$ cat config.mk
export PLATFORM = sky130hd
export DESIGN_NAME = ni_core
export DESIGN_NICKNAME = d
export VERILOG_FILES = /design/src/rtl/noc_pkg.sv /design/src/rtl/noc_credit_cnt.sv /design/src/rtl/ni_core.sv
export SDC_FILE = /design/constraint.sdc
export NUM_CORES = 1
export LEC_CHECK = 0
export CAP_MARGIN = 25
export CELL_PAD_IN_SITES_DETAIL_PLACEMENT = 1
export CELL_PAD_IN_SITES_GLOBAL_PLACEMENT = 2
export CORE_MARGIN = 2
export CORE_UTILIZATION = 30
export CTS_BUF_LIST = sky130_fd_sc_hd__clkbuf_8
export DETAILED_ROUTE_END_ITERATION = 6
export GPL_ROUTABILITY_DRIVEN = 1
export PLACE_DENSITY_LB_ADDON = 0.1
export SETUP_SLACK_MARGIN = 0.02
export SYNTH_ARGS = -nofsm -noshare
export SYNTH_HDL_FRONTEND = slang
export SYNTH_SLANG_ARGS = --single-unit
$ cat constraint.sdc
create_clock -name clk -period 2.8 [get_ports clk]
set_input_delay 0.56 -clock clk [delete_from_list [all_inputs] [get_ports clk]]
set_output_delay 0.56 -clock clk [all_outputs]
set_load 0.01 [all_outputs]
$ cat src/rtl/noc_pkg.sv
// Shared NoC definitions: flit layout, header fields, VC ids, direction codes and routing helper.
// Used by both the core-side and RAM-side network interfaces.
package noc_pkg;

  localparam int unsigned FLIT_W    = 36;
  localparam int unsigned F_VALID   = 0;
  localparam int unsigned F_VC      = 1;
  localparam int unsigned F_HEAD    = 2;
  localparam int unsigned F_TAIL    = 3;
  localparam int unsigned F_DATA_LO = 4;
  localparam int unsigned F_DATA_HI = 35;

  // Bit positions inside the 32-bit head payload
  localparam int unsigned HDR_LAR_HI = 31;
  localparam int unsigned HDR_LAR_LO = 29;
  localparam int unsigned HDR_ACK    = 20;
  localparam int unsigned HDR_WE     = 18;
  localparam int unsigned HDR_SEL_HI = 17;
  localparam int unsigned HDR_SEL_LO = 14;
  localparam int unsigned HDR_ADR_HI = 13;

  localparam logic VC_REQ  = 1'b0;
  localparam logic VC_RESP = 1'b1;

  typedef logic [0:FLIT_W-1] flit_t;
  typedef logic [2:0]        dir_t;

  localparam dir_t DIR_W = 3'd0;
  localparam dir_t DIR_E = 3'd1;
  localparam dir_t DIR_S = 3'd2;
  localparam dir_t DIR_N = 3'd3;
  localparam dir_t DIR_L = 3'd4;

  typedef enum logic [2:0] {
    StIdle,
    StTxHead,
    StTxData,
    StWaitHdr,
    StWaitDat,
    StAck,
    StErr
  } ni_state_e;

  // Look-ahead route for the first hop, dimension-ordered X then Y
  function automatic dir_t lar(input logic [1:0] dst_x, input logic [1:0] dst_y,
                               input logic [1:0] my_x, input logic [1:0] my_y);
    if (dst_x > my_x)      return DIR_E;
    else if (dst_x < my_x) return DIR_W;
    else if (dst_y > my_y) return DIR_N;
    else if (dst_y < my_y) return DIR_S;
    else                   return DIR_L;
  endfunction

endpackage

$ cat src/rtl/noc_credit_cnt.sv
// Saturating per-VC transmit credit counter; starts full at DEPTH.
// A credit return and a flit send in the same cycle cancel out.
module noc_credit_cnt #(
  parameter int unsigned DEPTH = 3
) (
  input  logic                         clk,
  input  logic                         rst_n,
  input  logic                         cred_in,
  input  logic                         flit_sent,
  output logic                         ready,
  output logic [$clog2(DEPTH+1)-1:0]   count
);

  localparam int unsigned CW = $clog2(DEPTH + 1);

  logic [CW-1:0] r_count;

  always_ff @(posedge clk or negedge rst_n) begin
    if (!rst_n) begin
      r_count <= CW'(DEPTH);
    end else begin
      unique case ({cred_in, flit_sent})
        2'b10:   if (r_count < CW'(DEPTH)) r_count <= r_count + 1'b1;
        2'b01:   if (r_count != '0)        r_count <= r_count - 1'b1;
        default: r_count <= r_count;
      endcase
    end
  end

  assign ready = (r_count != '0);
  assign count = r_count;

endmodule

$ cat src/rtl/ni_core.sv
// Core-side network interface: turns Wishbone loads/stores into VC0 request packets
// toward the RAM node and completes the bus cycle when the VC1 reply arrives.
module ni_core
  import noc_pkg::*;
#(
  parameter int unsigned MY_X         = 1,
  parameter int unsigned MY_Y         = 0,
  parameter int unsigned RAM_X        = 1,
  parameter int unsigned RAM_Y        = 1,
  parameter int unsigned BUFFER_DEPTH = 3,
  parameter int unsigned TIMEOUT      = 1024
) (
  input  logic        clk,
  input  logic        rst_n,
  input  logic        wb_cyc_i,
  input  logic        wb_stb_i,
  input  logic        wb_we_i,
  input  logic [31:0] wb_adr_i,
  input  logic [31:0] wb_dat_i,
  input  logic [3:0]  wb_sel_i,
  output logic        wb_ack_o,
  output logic        wb_err_o,
  output logic [31:0] wb_dat_o,
  output logic [0:35] channel_out,
  input  logic [0:35] channel_in,
  input  logic [0:1]  flow_ctrl_in,
  output logic [0:1]  flow_ctrl_out
);

  localparam int unsigned CRED_W  = $clog2(BUFFER_DEPTH + 1);
  localparam logic [1:0]  L_MY_X  = 2'(MY_X);
  localparam logic [1:0]  L_MY_Y  = 2'(MY_Y);
  localparam logic [1:0]  L_RAM_X = 2'(RAM_X);
  localparam logic [1:0]  L_RAM_Y = 2'(RAM_Y);
  localparam dir_t        L_LAR   = lar(L_RAM_X, L_RAM_Y, L_MY_X, L_MY_Y);

  ni_state_e         r_state, w_state_d;
  logic              r_we;
  logic [13:0]       r_adr;
  logic [31:0]       r_wdat;
  logic [3:0]        r_sel;
  logic [31:0]       r_rdata;
  logic [31:0]       r_timer;
  logic [0:35]       r_chan_out;
  logic [0:1]        r_fc_out;

  logic              w_ready, w_cred_in, w_send_head, w_send_tail, w_timeout, w_in_wait;
  logic              w_rx_valid, w_rx_vc, w_rx_head, w_rx_tail, w_rx_ack;
  logic              w_hdr_ok, w_dat_ok;
  logic [31:0]       w_rx_data, w_head_data;
  logic [0:35]       w_flit_d;
  logic [CRED_W-1:0] w_count;
  logic              w_unused;

  assign w_rx_valid = channel_in[F_VALID];
  assign w_rx_vc    = channel_in[F_VC];
  assign w_rx_head  = channel_in[F_HEAD];
  assign w_rx_tail  = channel_in[F_TAIL];
  assign w_rx_data  = channel_in[F_DATA_LO:F_DATA_HI];
  assign w_rx_ack   = w_rx_data[HDR_ACK];
  assign w_hdr_ok   = w_rx_valid && w_rx_head && w_rx_ack;
  assign w_dat_ok   = w_rx_valid && w_rx_tail;

  // An undriven or X credit line must never corrupt the count
  assign w_cred_in  = (flow_ctrl_in[0] === 1'b1);
  assign w_in_wait  = (r_state == StWaitHdr) || (r_state == StWaitDat);
  assign w_timeout  = (TIMEOUT != 0) && (r_timer == 32'(TIMEOUT - 1));

  assign w_head_data = {L_LAR, L_RAM_X, L_RAM_Y, L_MY_X, L_MY_Y, 1'b0, 1'b0,
                        r_we, r_sel, r_adr};

  assign w_unused = ^{wb_adr_i[31:14], flow_ctrl_in[1], w_count};

  noc_credit_cnt #(
    .DEPTH (BUFFER_DEPTH)
  ) u_credit (
    .clk       (clk),
    .rst_n     (rst_n),
    .cred_in   (w_cred_in),
    .flit_sent (w_send_head | w_send_tail),
    .ready     (w_ready),
    .count     (w_count)
  );

  always_ff @(posedge clk or negedge rst_n) begin
    if (!rst_n) r_state <= StIdle;
    else        r_state <= w_state_d;
  end

  always_comb begin
    w_state_d = r_state;
    unique case (r_state)
      StIdle:    if (wb_cyc_i && wb_stb_i) w_state_d = StTxHead;
      StTxHead:  if (w_ready) w_state_d = r_we ? StTxData : StWaitHdr;
      StTxData:  if (w_ready) w_state_d = StWaitHdr;
      StWaitHdr: begin
        if (w_hdr_ok)       w_state_d = w_rx_tail ? StAck : StWaitDat;
        else if (w_timeout) w_state_d = StErr;
      end
      StWaitDat: begin
        if (w_dat_ok)       w_state_d = StAck;
        else if (w_timeout) w_state_d = StErr;
      end
      StAck:     w_state_d = StIdle;
      StErr:     w_state_d = StIdle;
      default:   w_state_d = StIdle;
    endcase
  end

  always_comb begin
    w_send_head = 1'b0;
    w_send_tail = 1'b0;
    w_flit_d    = '0;
    wb_ack_o    = 1'b0;
    wb_err_o    = 1'b0;
    wb_dat_o    = '0;
    unique case (r_state)
      StTxHead: if (w_ready) begin
        w_send_head = 1'b1;
        w_flit_d    = {1'b1, VC_REQ, 1'b1, ~r_we, w_head_data};
      end
      StTxData: if (w_ready) begin
        w_send_tail = 1'b1;
        w_flit_d    = {1'b1, VC_REQ, 1'b0, 1'b1, r_wdat};
      end
      StAck: begin
        wb_ack_o = 1'b1;
        wb_dat_o = r_rdata;
      end
      StErr:   wb_err_o = 1'b1;
      default: ;
    endcase
  end

  always_ff @(posedge clk or negedge rst_n) begin
    if (!rst_n) begin
      r_we   <= 1'b0;
      r_adr  <= '0;
      r_wdat <= '0;
      r_sel  <= '0;
    end else if (r_state == StIdle && wb_cyc_i && wb_stb_i) begin
      r_we   <= wb_we_i;
      r_adr  <= wb_adr_i[13:0];
      r_wdat <= wb_dat_i;
      r_sel  <= wb_sel_i;
    end
  end

  always_ff @(posedge clk or negedge rst_n) begin
    if (!rst_n) begin
      r_rdata <= '0;
    end else if (r_state == StWaitHdr && w_hdr_ok && w_rx_tail) begin
      r_rdata <= '0;
    end else if (r_state == StWaitDat && w_dat_ok) begin
      r_rdata <= w_rx_data;
    end
  end

  always_ff @(posedge clk or negedge rst_n) begin
    if (!rst_n) begin
      r_timer <= '0;
    end else if (w_in_wait && (w_state_d == StWaitHdr || w_state_d == StWaitDat)) begin
      r_timer <= r_timer + 1'b1;
    end else begin
      r_timer <= '0;
    end
  end

  // Every received flit returns its credit, whether it was used or dropped
  always_ff @(posedge clk or negedge rst_n) begin
    if (!rst_n) begin
      r_chan_out <= '0;
      r_fc_out   <= '0;
    end else begin
      r_chan_out <= w_flit_d;
      r_fc_out   <= '0;
      if (w_rx_valid) r_fc_out[w_rx_vc] <= 1'b1;
    end
  end

  assign channel_out   = r_chan_out;
  assign flow_ctrl_out = r_fc_out;

endmodule

==> metrics.log, run 1 <==
[metrics] Post-Syn Instances: 618
[metrics] leading area contributor after synthesis: sky130_fd_sc_hd__dfrtp_1
[metrics] final hold vios: 0
[metrics] highest clock rate: 386 MHz
[metrics] Placer Congestion: 0.780
[metrics] aggregate global routing overflow: 0
[metrics] CP Launch Point: r_state[1]
[metrics] Final HPWL DP: 13300 µm
[metrics] maximum clock skew at final layout: 19.9 ps
[metrics] I/O pin count: 183
[metrics] Max FO, Critical Path: 33
[metrics] number of buffers on the longest clock path: 2
[metrics] origin of the critical flop-to-flop path: r_timer[12]
[metrics] Chip Width: 155 µm
[metrics] minimum setup slack after placement: 463 ps
[metrics] fraction of layout cells with a size suffix above 1: 15.2%
[metrics] vias in the first global route: 6061
[metrics] Req. time, crit path: 2240 ps
[metrics] root buf cell: sky130_fd_sc_hd__clkbuf_8
[metrics] clock latency on the worst-skew pair: 470 ps
[metrics] Mean Syn Cell Area: 11.0 µm²
[metrics] Synth Warn #: 0
[metrics] count of port buffers added during placement: 162
[metrics] DRC marker count from the first detailed-route iteration: 172
[metrics] CORE AREA: 0.0224 mm²
[metrics] Reg-to-Reg End: r_timer[31]
[metrics] net count after synthesis: 732
[metrics] number of iterations in the first detailed-routing pass: 4
[metrics] final critical-path setup slack: 210 ps
[metrics] cell with the most instances after synthesis: sky130_fd_sc_hd__dfrtp_1
[metrics] leak pwr: 3.96 nW
[metrics] Post-synth EDFFs: 0
[metrics] pin count of the biggest net entering global routing: 63
[metrics] ant diodes: 0
[metrics] antenna violations before repair: 1
[metrics] post-layout utilization of the core: 41.2%
[metrics] post-cts gate resize count: 0
[metrics] count of hold-fix buffers inserted at cts: 0
[metrics] crit share post-route: 92.5%
[metrics] transition time of the tightest slew-check pin: 645 ps
[metrics] sequential area share after synthesis: 57.8%
[metrics] Starting Density: 30.3%
[metrics] Overall Power: between 7 and 8 mW
[metrics] hold slack: 59.7 ps
[metrics] Critical Setup Path Class: reg2out
[metrics] unrepaired setup endpoints after global routing: false
[metrics] max-capacitance violation count: 0
[metrics] maximum level of the CTS H-tree: 4
[metrics] post-DR wirelength/cell: roughly 18 µm
[metrics] CTS tree: yes
[metrics] Overall Global Routing Usage: between 10% and 20%
[metrics] Die Outline Area: 0.0239 mm²
[metrics] via count normalized by instance count: approximately 5
[metrics] power density relative to cell area: 812 mW/mm²
[metrics] remaining design rule violation count: 0
[metrics] highest ir drop seen on vdd: 343 µV
[metrics] async set-or-reset flop fraction in the synthesized netlist: 100%
[metrics] post-route cell area: a little over 0.009 mm²
[metrics] Placement Cell Area: slightly below 0.009 mm²
[metrics] number of clock sinks: around 160
[metrics] number of cells traversed by the worst register-to-register path: 4
[metrics] netlist area before placement: slightly below 0.007 mm²
[metrics] biggest area contributors in the synthesized netlist: sky130_fd_sc_hd__dfrtp_1 57%, sky130_fd_sc_hd__mux2_2 8.4%, sky130_fd_sc_hd__nand2_1 5.1%
[metrics] global-route wire length before repair: 32000 µm
[metrics] Layout Nets: 893
[metrics] Critical Path AT: 2030 ps
[metrics] max-slew violation count: 0
[metrics] number of setup buffers added after CTS: 0
[metrics] DIE HEIGHT: 155 µm
[metrics] Most used DFF post-synth: sky130_fd_sc_hd__dfrtp_1
[metrics] number of buffers inserted during clock tree synthesis: 17
[metrics] most frequent cells after synthesis: 155 x sky130_fd_sc_hd__dfrtp_1, 93 x sky130_fd_sc_hd__nand2_1, 55 x sky130_fd_sc_hd__a21oi_1
[metrics] Syn-to-layout area delta: 36.0%
[metrics] crit path time final: 2590 ps
[metrics] critical path endpoint: wb_dat_o[29]
[metrics] Worst Hold Class: in2async
[metrics] final cell count without fillers: 1077
[metrics] FF+latch count, synth: around 160
[metrics] Final setup violation count: 0
[metrics] Post-Route WL: about 19000 µm
[metrics] via count of the routed design: ~5.4k
[metrics] Rows: 55
[metrics] area share of the largest cell type after synthesis: a little under three fifths
[metrics] outcome: finished clean
[metrics] Synth cell types: 50
[metrics] type of element capturing the critical path: output pin
[metrics] post-placement cell count: between 1k and 1.5k
[metrics] register-to-register setup slack: ~530 ps
[metrics] final sum of negative setup slack: 0 ps
[metrics] slew margin rel.: between 50 and 60%
[metrics] clock-pin slew on the worst setup and hold paths: 110 ps
[metrics] CP Launch Type: flip-flop
[metrics] Post-DRT Antenna Nets: 0
-- critical path, stage by stage (launching register included) --
cell	delay (ps)
sky130_fd_sc_hd__dfrtp_1	410
sky130_fd_sc_hd__nor2b_2	190
sky130_fd_sc_hd__buf_12	200
sky130_fd_sc_hd__and3_1	170
sky130_fd_sc_hd__clkdlybuf4s50_1	590
-- worst min-delay path by stage --
stage / start / to / slack, ps / cells past startpoint
finish: rst_n / channel_out[7] / 60 / 1
floorplan: rst_n / channel_out[0] / 260 / 0
global placement: r_wdat[23] / channel_out[12] / 450 / 2
global route: rst_n / channel_out[7] / 70 / 1
CTS: rst_n / channel_out[13] / 60 / 1
detailed placement: r_wdat[30] / channel_out[5] / 470 / 2
-- power breakdown --
part	total, mW	switching (mW)	internal, mW
logic	2.43	1.19	1.24
registers	3.34	0.341	3.00
clock network	1.74	1.05	0.687
total	7.51	2.58	4.93
-- registers in the layout, indices dropped and copies added (netlist names) --
| register | count |
|---|---|
| r_adr | 14 |
| flow_ctrl_out | 2 |
| r_rdata | 32 |
| r_timer | 32 |
| r_wdat | 32 |
| channel_out | 35 |
| r_sel | 4 |
| u_credit.count | 2 |
| r_state | 3 |
| r_we | 1 |
-- layout make-up --
type | instances | area [µm²]
tap | 285 | 357
sequential | 157 | 3930
clock buffer | 17 | 234
inverter | 7 | 26.3
fill | 2441 | 13200
multi-input combinational | 411 | 2660
timing repair buffer | 185 | 1850
clock inverter | 15 | 188
-- cell families after synthesis --
family	Yosys count	synth area share, %
adders and majority gates	3	0.552
and+or+nand+nor	231	18.0
muxes	51	8.45
DFF	157	57.8
buffers and inverters	50	3.18
xor gates and xnor gates	10	1.29
AOI/OAI and AO/OA	115	10.7
other	1	0.0552
-- placed cells by master (no fill, tap or decap), types with 9 or more instances in the layout --
master / Yosys / final
sky130_fd_sc_hd__a21oi_1: 55 / 55
sky130_fd_sc_hd__clkbuf_8: 1 / 17
sky130_fd_sc_hd__mux2_2: 51 / 51
sky130_fd_sc_hd__a22o_1: 19 / 19
sky130_fd_sc_hd__or4_1: 13 / 13
sky130_fd_sc_hd__nor2_1: 10 / 9
sky130_fd_sc_hd__nand4_1: 12 / 12
sky130_fd_sc_hd__buf_4: 1 / 19
sky130_fd_sc_hd__nand2_1: 93 / 93
sky130_fd_sc_hd__and3_1: 42 / 42
sky130_fd_sc_hd__dfrtp_1: 155 / 155
sky130_fd_sc_hd__o31ai_1: 12 / 12
sky130_fd_sc_hd__clkdlybuf4s50_1: 0 / 161
sky130_fd_sc_hd__nand3_1: 15 / 15
sky130_fd_sc_hd__o21ai_0: 12 / 12
-- per-layer routing --
metal | vias to the layer above | share of wire [%] | track usage [%]
met5 | - | 0.068 | 0
li1 | 2521 | - | -
met3 | 23 | 6.7 | 6.84
met1 | 2726 | 41 | 19.6
met2 | 102 | 51 | 29.4
met4 | 2 | 1.6 | 4.94
No activity file was read; power rests on OpenSTA's default activity.
==> inputs of run 2 (changes only) <==
--- a/config.mk
+++ b/config.mk
@@ -5,7 +5,7 @@
 export SDC_FILE = /design/constraint.sdc
 export NUM_CORES = 1
 export LEC_CHECK = 0
-export CAP_MARGIN = 25
+export CAP_MARGIN = 20
 export CELL_PAD_IN_SITES_DETAIL_PLACEMENT = 1
 export CELL_PAD_IN_SITES_GLOBAL_PLACEMENT = 2
 export CORE_MARGIN = 2
==> constraint.sdc (replaced) <==
create_clock -name clk -period 2.8 [get_ports clk]
set_input_delay 0.84 -clock clk [delete_from_list [all_inputs] [get_ports clk]]
set_output_delay 0.84 -clock clk [all_outputs]
set_load 0.01 [all_outputs]
==> run 2 against run 1 <==
Fmax fell by 3.3%. Worst hold slack gained 240 ps. Clock skew down 3.0 ps. Critical path depth rose by 1. Global-route usage shrank 0.34 points. Die area did not move. Combinational power grew 2%. First-iteration DRC count increased by 34%. Critical path type unchanged. Highest routed layer is now met4. Final cell count is the same. Critical endpoint is now wb_dat_o[5]. Largest power group unchanged.
==> metrics.log, run 2 (synthesized netlist as in run 1, its figures left out) <==
[metrics] I/O pin count: 183 (unchanged)
[metrics] clock-pin slew on the worst setup and hold paths: 110 ps (about the same)
[metrics] critical path endpoint: wb_dat_o[5]
[metrics] Starting Density: 30.3% (unchanged)
[metrics] root buf cell: sky130_fd_sc_hd__clkbuf_8
[metrics] worst stage delay on the critical path: 420 ps (-170 ps)
[metrics] number of clock sinks: 157 (unchanged)
[metrics] Bufs and invs on worst path: 3 (+1)
[metrics] Critical Path AT: 1840 ps (-190 ps)
[metrics] post-DR wirelength/cell: 18.0 µm (+0.68%)
[metrics] remaining design rule violation count: 0 (unchanged)
[metrics] max-capacitance violation count: 0 (unchanged)
[metrics] Req. time, crit path: 1960 ps (-280 ps)
[metrics] global-route wire length before repair: 31500 µm (-1.6%)
[metrics] Worst path slowest cell: sky130_fd_sc_hd__dfrtp_1
[metrics] Reg-to-Reg End: r_timer[31]
[metrics] Placer Congestion: 0.775 (-0.55%)
[metrics] maximum level of the CTS H-tree: 4 (unchanged)
[metrics] highest clock rate: 373 MHz (-3.3%)
[metrics] most frequent standard cell in the layout excluding fill and tap cells: sky130_fd_sc_hd__dfrtp_1
[metrics] antenna violations before repair: 0 (-1)
[metrics] final sum of negative setup slack: 0 ps (unchanged)
[metrics] ant diodes: 0 (unchanged)
[metrics] Final HPWL DP: 13100 µm (-1.4%)
[metrics] number of buffers inserted during clock tree synthesis: 17 (unchanged)
[metrics] outcome: finished clean
[metrics] number of buffers on the longest clock path: 2 (unchanged)
[metrics] CP top delay family: buffers and inverters
[metrics] Final setup violation count: 0 (unchanged)
[metrics] cell-by-cell trace of the critical path: nor2b_4 > buf_4 > buf_6 > and3_1 > dlygate4sd2_1
[metrics] post-layout utilization of the core: 41.4% (+0.18 points)
[metrics] max-slew violation count: 0 (unchanged)
[metrics] count of port buffers added during placement: 162 (unchanged)
[metrics] DIE HEIGHT: 155 µm (unchanged)
[metrics] via count normalized by instance count: 5.03 (+0.86%)
[metrics] Post-Route WL: 19400 µm (+0.68%)
[metrics] Max FO, Critical Path: 20 (-39%)
[metrics] CP Launch Point: r_state[1]
[metrics] unrepaired setup endpoints after global routing: true
[metrics] DRC marker count from the first detailed-route iteration: 230 (+34%)
[metrics] filler cell count in the final layout: 2438 (-0.12%)
[metrics] CORE AREA: 0.0224 mm² (unchanged)
[metrics] instance count on the critical path: 5 (+1)
[metrics] origin of the critical flop-to-flop path: r_timer[12]
[metrics] Chip Width: 155 µm (unchanged)
[metrics] Layout Nets: 893 (unchanged)
[metrics] power density relative to cell area: 824 mW/mm² (+1.4%)
[metrics] aggregate global routing overflow: 0 (unchanged)
[metrics] Die Outline Area: 0.0239 mm² (unchanged)
[metrics] type of element capturing the critical path: output pin
[metrics] Syn-to-layout area delta: 36.5%
[metrics] Critical Setup Path Class: reg2out
[metrics] highest ir drop seen on vdd: 355 µV (+3.5%)
[metrics] clock latency on the worst-skew pair: 470 ps (about the same)
[metrics] number of cells traversed by the worst register-to-register path: 4 (unchanged)
[metrics] Overall Global Routing Usage: 16.7% (-0.34 points)
[metrics] leak pwr: 4.28 nW (+8.2%)
[metrics] transition time of the tightest slew-check pin: 631 ps (-13.9 ps)
[metrics] CTS tree: yes
[metrics] number of iterations in the first detailed-routing pass: 4 (unchanged)
[metrics] slew margin rel.: 57.9% (+0.84 points)
[metrics] pin count of the biggest net entering global routing: 56 (-11%)
[metrics] CP Launch Type: flip-flop
[metrics] via count of the routed design: 5420 (+0.86%)
[metrics] post-route cell area: 0.00928 mm² (+0.43%)
[metrics] vias in the first global route: 5948 (-1.9%)
[metrics] crit share post-route: 95.7% (+3.2 points)
[metrics] final hold vios: 0 (unchanged)
[metrics] maximum clock skew at final layout: 16.8 ps (-3.03 ps)
[metrics] fraction of layout cells with a size suffix above 1: 15.2% (unchanged)
[metrics] Largest register FFs: 35 (unchanged)
[metrics] crit path time final: 2680 ps (+89.3 ps)
[metrics] commonest cells after routing, fill and taps aside: 155 x sky130_fd_sc_hd__dfrtp_1, 128 x sky130_fd_sc_hd__clkdlybuf4s50_1, 93 x sky130_fd_sc_hd__nand2_1
[metrics] Rows: 55 (unchanged)
[metrics] register-to-register setup slack: 530 ps (about the same)
[metrics] Placement Cell Area: 0.00881 mm² (-0.17%)
[metrics] Post-DRT Antenna Nets: 0 (unchanged)
[metrics] Worst Hold Class: in2async
## run 2: timing repair
action / 4_1_cts / 5_1_grt
buffers inserted: 0 / 1
endpoints found under the hold margin: 0 / 0
gates resized for setup: 24 / 17
setup endpoints to repair: 32 / 12
gates cloned: 0 / 1
pin swaps: 0 / 0
hold buffers: 0 / 0
## run 2: per-layer routing
layer	global-route usage, %	vias up	part of all wire, %
met1	20.2	2743	42
met5	0	-	0
met4	6.79	0	2.3
met3	5.91	30	6.6
met2	27.4	118	49
li1	-	2529	-
## run 2: worst min path at each step
stage,startpoint,to,slack (ps),depth (start not counted)
5_1_grt,rst_n,channel_out[13],300,1
6_report,rst_n,channel_out[14],300,1
3_5_place_dp,r_wdat[30],channel_out[5],470,2
4_1_cts,rst_n,channel_out[14],290,1
2_1_floorplan,r_wdat[25],channel_out[10],440,2
3_3_place_gp,r_wdat[30],channel_out[5],460,2
## run 2: through the flow
step	instances	total power [mW]	hold slack [ps]	worst slack, ps
after detailed placement	1043	5.87	468	212
after floorplan	618	4.75	443	653
after CTS	1075	7.74	291	-28.9
after global placement	1043	5.73	456	229
final	1077	7.65	304	121
after global routing	1077	8.18	301	19.4
## run 2: layout make-up
type | count | area (µm²) | share of cell area [%]
Sequential cell | 157 | 3930 | 42.3
Multi-Input combinational cell | 411 | 2670 | 28.7
Timing Repair Buffer | 185 | 1860 | 20.1
Tap cell | 285 | 357 | 3.84
Clock buffer | 17 | 234 | 2.52
Clock inverter | 15 | 204 | 2.20
Inverter | 7 | 26.3 | 0.283
## run 2: worst register-to-register path, cell delays in order (launching register included)
cell and delay [ps]:
sky130_fd_sc_hd__dfrtp_1 470, sky130_fd_sc_hd__nand4_2 180, sky130_fd_sc_hd__or4_1 800, sky130_fd_sc_hd__or4_1 590, sky130_fd_sc_hd__a21oi_1 160
## run 2: where the power goes
part	leakage, nW	switching [mW]	total [mW]	internal, mW
Sequential	2.05	0.350	3.35	3.00
Clock	0.207	1.05	1.82	0.770
Combinational	2.02	1.21	2.48	1.27
Total	4.28	2.61	7.65	5.04
==> inputs of run 3 (changes only) <==
--- a/config.mk
+++ b/config.mk
@@ -11,10 +11,12 @@
 export CORE_MARGIN = 2
 export CORE_UTILIZATION = 30
 export CTS_BUF_LIST = sky130_fd_sc_hd__clkbuf_8
+export CTS_CLUSTER_SIZE = 12
 export DETAILED_ROUTE_END_ITERATION = 6
 export GPL_ROUTABILITY_DRIVEN = 1
 export PLACE_DENSITY_LB_ADDON = 0.1
 export SETUP_SLACK_MARGIN = 0.02
+export SLEW_MARGIN = 20
 export SYNTH_ARGS = -nofsm -noshare
 export SYNTH_HDL_FRONTEND = slang
 export SYNTH_SLANG_ARGS = --single-unit
==> results of run 3 <==
Final layout, timing and power as in run 2 (identical DEF).
